<file path="src/rtl/program_loader_pkg.sv">
// Shared types and constants for the program loader: FSM state encoding,
// the RISC-V NOP used to scrub instruction memory, and default parameters.
package program_loader_pkg;

  localparam int unsigned XLEN_DEFAULT       = 32;
  localparam int unsigned IMEM_DEPTH_DEFAULT = 256;
  localparam int unsigned TIMEOUT_DEFAULT    = 1000;
  localparam int unsigned STABLE_CYC_DEFAULT = 4;

  // addi x0, x0, 0
  localparam logic [31:0] NOP_INSN = 32'h0000_0013;

  typedef enum logic [2:0] {
    S_IDLE,
    S_CLEAR,
    S_LOAD,
    S_RUN,
    S_DONE,
    S_TOUT
  } state_t;

endpackage

</file>
<file path="src/rtl/pc_stall_detector.sv">
// Flags a CPU that has parked on one fetch address: asserts when the same
// cpu_pc has been observed for STABLE_CYC consecutive enabled cycles.
module pc_stall_detector
  import program_loader_pkg::*;
#(
  parameter int unsigned XLEN       = XLEN_DEFAULT,
  parameter int unsigned STABLE_CYC = STABLE_CYC_DEFAULT
) (
  input  logic            clk,
  input  logic            reset,
  input  logic            en,
  input  logic [XLEN-1:0] cpu_pc,
  output logic            stalled_c
);

  localparam int unsigned CW = $clog2(STABLE_CYC + 1);

  logic [XLEN-1:0] prev_pc;
  logic [CW-1:0]   run_len;
  logic [CW-1:0]   run_next;

  // run_len counts cycles the current pc has been seen, including this one
  always_comb begin
    run_next  = CW'(1);
    stalled_c = 1'b0;
    if ((run_len != '0) && (cpu_pc == prev_pc)) begin
      run_next = (run_len == CW'(STABLE_CYC)) ? run_len : run_len + CW'(1);
    end
    stalled_c = en && (run_next == CW'(STABLE_CYC));
  end

  always_ff @(posedge clk or negedge reset) begin
    if (!reset) begin
      prev_pc <= '0;
      run_len <= '0;
    end else if (en) begin
      prev_pc <= cpu_pc;
      run_len <= run_next;
    end else begin
      run_len <= '0;
    end
  end

endmodule

</file>
<file path="src/rtl/program_loader.sv">
// Scrubs instruction memory with NOPs, streams a program into it, then
// releases the CPU and watches for a halt or a watchdog expiry.
module program_loader
  import program_loader_pkg::*;
#(
  parameter int unsigned XLEN       = XLEN_DEFAULT,
  parameter int unsigned IMEM_DEPTH = IMEM_DEPTH_DEFAULT,
  parameter int unsigned TIMEOUT    = TIMEOUT_DEFAULT,
  parameter int unsigned STABLE_CYC = STABLE_CYC_DEFAULT,
  localparam int unsigned AW        = $clog2(IMEM_DEPTH)
) (
  input  logic            clk,
  input  logic            reset,
  input  logic            start,
  input  logic            ld_valid,
  output logic            ld_ready,
  input  logic [XLEN-1:0] ld_data,
  input  logic            ld_last,
  output logic            imem_we,
  output logic [AW-1:0]   imem_addr,
  output logic [XLEN-1:0] imem_wdata,
  output logic            cpu_reset,
  input  logic [XLEN-1:0] cpu_pc,
  input  logic [XLEN-1:0] halt_pc,
  output logic            done,
  output logic            timeout,
  output logic            overflow,
  output logic [AW:0]     words_loaded,
  output logic [31:0]     cycle_count
);

  localparam int unsigned WW = AW + 1;
  localparam int unsigned CCW = 32;

  state_t         state, state_d;
  logic [AW-1:0]  clr_addr, clr_addr_d;
  logic [WW-1:0]  words_d;
  logic [CCW-1:0] cycles_d;
  logic           done_d, timeout_d, overflow_d;
  logic           running_c, stalled_c, halt_c;

  pc_stall_detector #(
    .XLEN       (XLEN),
    .STABLE_CYC (STABLE_CYC)
  ) u_stall (
    .clk       (clk),
    .reset     (reset),
    .en        (running_c),
    .cpu_pc    (cpu_pc),
    .stalled_c (stalled_c)
  );

  assign halt_c = (cpu_pc == halt_pc) || stalled_c;

  always_comb begin
    state_d    = state;
    clr_addr_d = clr_addr;
    words_d    = words_loaded;
    cycles_d   = cycle_count;
    done_d     = done;
    timeout_d  = timeout;
    overflow_d = overflow;
    ld_ready   = 1'b0;
    imem_we    = 1'b0;
    imem_addr  = '0;
    imem_wdata = '0;
    cpu_reset  = 1'b1;
    running_c  = 1'b0;

    case (state)
      S_IDLE, S_DONE, S_TOUT: begin
        if (start) begin
          state_d    = S_CLEAR;
          clr_addr_d = '0;
          words_d    = '0;
          cycles_d   = '0;
          done_d     = 1'b0;
          timeout_d  = 1'b0;
          overflow_d = 1'b0;
        end
      end
      S_CLEAR: begin
        imem_we    = 1'b1;
        imem_addr  = clr_addr;
        imem_wdata = XLEN'(NOP_INSN);
        clr_addr_d = clr_addr + AW'(1);
        if (clr_addr == AW'(IMEM_DEPTH - 1)) state_d = S_LOAD;
      end
      S_LOAD: begin
        ld_ready   = 1'b1;
        imem_addr  = words_loaded[AW-1:0];
        imem_wdata = ld_data;
        if (ld_valid) begin
          // a word beyond capacity is dropped and ends the session
          if (words_loaded == WW'(IMEM_DEPTH)) begin
            overflow_d = 1'b1;
            timeout_d  = 1'b1;
            state_d    = S_TOUT;
          end else begin
            imem_we = 1'b1;
            words_d = words_loaded + WW'(1);
            if (ld_last) state_d = S_RUN;
          end
        end
      end
      S_RUN: begin
        cpu_reset = 1'b0;
        running_c = 1'b1;
        // halt is checked first so it wins over a simultaneous timeout
        if (halt_c) begin
          cycles_d = cycle_count + CCW'(1);
          done_d   = 1'b1;
          state_d  = S_DONE;
        end else if (cycle_count == CCW'(TIMEOUT - 1)) begin
          timeout_d = 1'b1;
          state_d   = S_TOUT;
        end else begin
          cycles_d = cycle_count + CCW'(1);
        end
      end
      default: state_d = S_IDLE;
    endcase
  end

  always_ff @(posedge clk or negedge reset) begin
    if (!reset) begin
      state        <= S_IDLE;
      clr_addr     <= '0;
      words_loaded <= '0;
      cycle_count  <= '0;
      done         <= 1'b0;
      timeout      <= 1'b0;
      overflow     <= 1'b0;
    end else begin
      state        <= state_d;
      clr_addr     <= clr_addr_d;
      words_loaded <= words_d;
      cycle_count  <= cycles_d;
      done         <= done_d;
      timeout      <= timeout_d;
      overflow     <= overflow_d;
    end
  end

endmodule

</file>
<file path="config.mk">
export PLATFORM = sky130hd
export DESIGN_NAME = program_loader
export DESIGN_NICKNAME = d
export VERILOG_FILES = /design/src/rtl/program_loader_pkg.sv /design/src/rtl/pc_stall_detector.sv /design/src/rtl/program_loader.sv
export SDC_FILE = /design/constraint.sdc
export NUM_CORES = 1
export LEC_CHECK = 0
export CAP_MARGIN = 40
export CORE_MARGIN = 10
export CORE_UTILIZATION = 47
export CTS_CLUSTER_DIAMETER = 80
export CTS_CLUSTER_SIZE = 14
export DETAILED_ROUTE_END_ITERATION = 12
export HOLD_SLACK_MARGIN = 0.05
export PLACE_DENSITY = 0.93
export REMOVE_ABC_BUFFERS = 1
export SLEW_MARGIN = 20
export SYNTH_ARGS = -nofsm -noshare
export SYNTH_HDL_FRONTEND = slang
export SYNTH_SLANG_ARGS = --single-unit
</file>
<file path="constraint.sdc">
create_clock -name clk -period 3 [get_ports clk]
set_input_delay 0.75 -clock clk [delete_from_list [all_inputs] [get_ports clk]]
set_output_delay 0.75 -clock clk [all_outputs]
set_load 0.01 [all_outputs]
</file>
==> results of run 1 <==
==> layout make-up <==
cell class / instances / area [um^2]
Tap cell: 143 / 178.9
Antenna cell: 1 / 2.502
Fill cell: 815 / 3146
Clock inverter: 3 / 47.55
Multi-Input combinational cell: 506 / 3193
Timing Repair Buffer: 233 / 2386
Sequential cell: 90 / 2253
Clock buffer: 13 / 260.3
Inverter: 13 / 48.80
==> registers in the layout, indices dropped and copies added, names as in the netlist <==
register         count
state                3
u_stall.run_len      3
u_stall.prev_pc     32
done                 1
cycle_count         32
words_loaded         9
timeout              1
overflow             1
clr_addr             8
==> layer usage <==
metal | part of all wire, % | vias to the layer above | track usage [%]
met1 | 38 | 2764 | 24.76
met5 | 0 | - | 0
met3 | 8.1 | 46 | 4.230
met4 | 2.5 | 0 | 8.294
li1 | - | 2661 | -
met2 | 52 | 279 | 39.59
==> where the power goes <==
part	switching (mW)	internal [mW]	leakage (nW)
Combinational	1.51	1.34	2.58
Sequential	0.233	1.50	1.19
Clock	0.478	0.696	0.150
Total	2.22	3.54	3.92
==> per-stage QoR <==
stage	cells	hold WS, ps
2_1_floorplan	608	454.4
3_3_place_gp	971	477.5
3_5_place_dp	971	483.9
4_1_cts	994	470.4
5_1_grt	1002	476.6
6_report	1002	429.1
==> repair_timing <==
| item | in CTS | in global routing |
|---|---|---|
| cloned | 4 | 1 |
| setup endpoints to repair | 34 | 48 |
| pin swaps | 14 | 26 |
| setup buffers | 3 | 6 |
| resized for setup | 24 | 50 |
==> worst paths after layout <==
check	startpoint	to	slack (ps)
worst max-delay path	cpu_pc[4]	cycle_count[24]	30
worst min-delay path	reset	u_stall.prev_pc[27]	430
worst max register to register	cycle_count[25]	cycle_count[0]	140
worst min register to register	u_stall.prev_pc[3]	u_stall.prev_pc[3]	500
max in group asynchronous	reset	state[2]	2150
min in group clk	u_stall.prev_pc[3]	u_stall.prev_pc[3]	500
==> logic make-up (layout without fill, tap and decap cells) <==
family	count (synthesis)	after routing	synth area share [%]
AOI/OAI and AO/OA	97	98	11.97
and+or+nand+nor	330	330	30.50
buffers and inverters	43	262	4.446
DFF	90	90	40.42
xor gates and xnor gates	72	72	11.32
other	0	1	0
adders and majority gates	6	6	1.347
==> placed cells by master, fill, tap and decap left out, drive strengths merged, types with 14 or more instances in the layout <==
cell | netlist | routed
or3 | 14 | 14
dlymetal6s2s | 0 | 30
dfrtp | 90 | 90
nor4 | 21 | 21
nand4 | 15 | 15
clkdlybuf4s50 | 0 | 144
nor2 | 21 | 21
and2 | 36 | 36
o21ai | 39 | 39
or4 | 18 | 18
buf | 11 | 46
nand2 | 148 | 148
clkbuf | 18 | 14
nand3 | 22 | 22
a21oi | 23 | 23
xor2 | 66 | 66
==> impl_metrics.toml, run 1 <==
[outcome]
outcome = "finished, final reports clean"

[cts]
cts_tree = "done"
cts_sinks = 90
cts_buffers = 9
clk_latency_ps = 340
clockRootBuffer = "clkbuf_16"
hold_buffers = 0
path_clk_slew_ps = 70
cts_max_level = 3
clock_path_buffers = 2

[timing]
setup_viol = 0
layout_min_cycle_time_ps = 2966
finClkSkew_ps = 7.356
fin_tns_setup_ps = 0
worst_slew_pin_slew_ps = 890.5
setup_ws_ps = 33.86
hold_viol = 0
post-route-period-util_pct = 98.87
relSlewSlack_pct = 39.70
clock.fmax_mhz = 337.1
drv_slew = 0

[die]
design.die.area_um2 = 16610
die_height_um = 128.9
coreArea_um2 = 11520
die_w_um = 128.9
start_util_pct = 48.38
ios = 188
num_rows = 39

[worst_hold_path]
hold_path_class = "in -> async"

[logic_synthesis]
async_flop_share_pct = 100.0
ys_ff_latch = 90
syn_area_um2 = 5572
synthCells = 638
ys_top_cells_by_count = "nand2_1, dfrtp_1, xor2_1, and2_1, o21ai_0"
avgSynthCellArea_um2 = 8.733
yosys.area.top_type = "dfrtp_1"
synth.distinct_cells = 59
yosysWarnings = 0
synth_edf_count = 0
synth_top_cells_by_area = "dfrtp_1, xor2_1, nand2_1"
synth.top_cell.area_share_pct = 40.42
synthFlopType = "dfrtp_1"
ys_seq_area_share_pct = 40.42
synth_most_common_cell = "nand2_1"

[routing]
wl_per_cell_um = 19.52
drt_iter0_drc = 523
routed_wl_um = 19560
drc_errors = 0
vias = 5750
drtAntennaViolNets = 0
viasPerCell = 5.739
firstDrtPassIters = 6

[power_and_ir_drop]
irDropWorstVdd_mv = 0.3365
power_density_nw_per_um2 = 688.2
p_total_mw = 5.761
total_leakage_power_nw = 3.915

[setup_path]
path_delay_family = "simple AND/OR/NAND/NOR gates"
critPathRequiredTime_ps = 3260
startpoint_type = "input pin"
slowest_stage = "or4_1"
path_buf_inv = 3
critPathMostFrequentCell = "buf_4"
path_cells = "dlygate4sd2_1 > xor2_1 > nor4_2 > nand4_1 > nor4_4 > buf_4 > a211oi_4 > buf_4 > or4_1 > a21oi_1"
r2r_cells = 9
critPathCaptureType = "flip-flop"
crit_type = "in -> reg"
path_max_fanout = 6
worstPathArrival_ps = 3230
critPathMaxStageDelay_ps = 510
cp.depth = 10

[place]
pre_cts_ws_ps = -588.5
hpwl_um = 13710
numPortBuffers = 187
gp_congestion = 0.8924
placed_area_um2 = 7707

[layout]
drive_gt1_share_pct = 14.10
fin_area_um2 = 8371
synthToLayoutAreaGrowth_pct = 50.24
utilization_pct = 72.69
nNetsFinal = 960

[global_routing]
grt_usage_pct = 21.81
grt_remaining_overflow = 0
grt_max_degree = 91
antenna_found_initial = 1
grt_pass1_wl_um = 28950
first_global_vias = 5518

[flow_run]
maxCapViolCount = 0
(Power assumes the default switching activity.)
==> inputs of run 2 (changes only) <==
--- a/config.mk
+++ b/config.mk
@@ -5,6 +5,7 @@
 export SDC_FILE = /design/constraint.sdc
 export NUM_CORES = 1
 export LEC_CHECK = 0
+export ABC_CLOCK_PERIOD_IN_PS = 3000
 export CAP_MARGIN = 40
 export CORE_MARGIN = 10
 export CORE_UTILIZATION = 47
==> results of run 2 <==
Same layout as run 1: the final DEF is identical, and so are final timing and power.
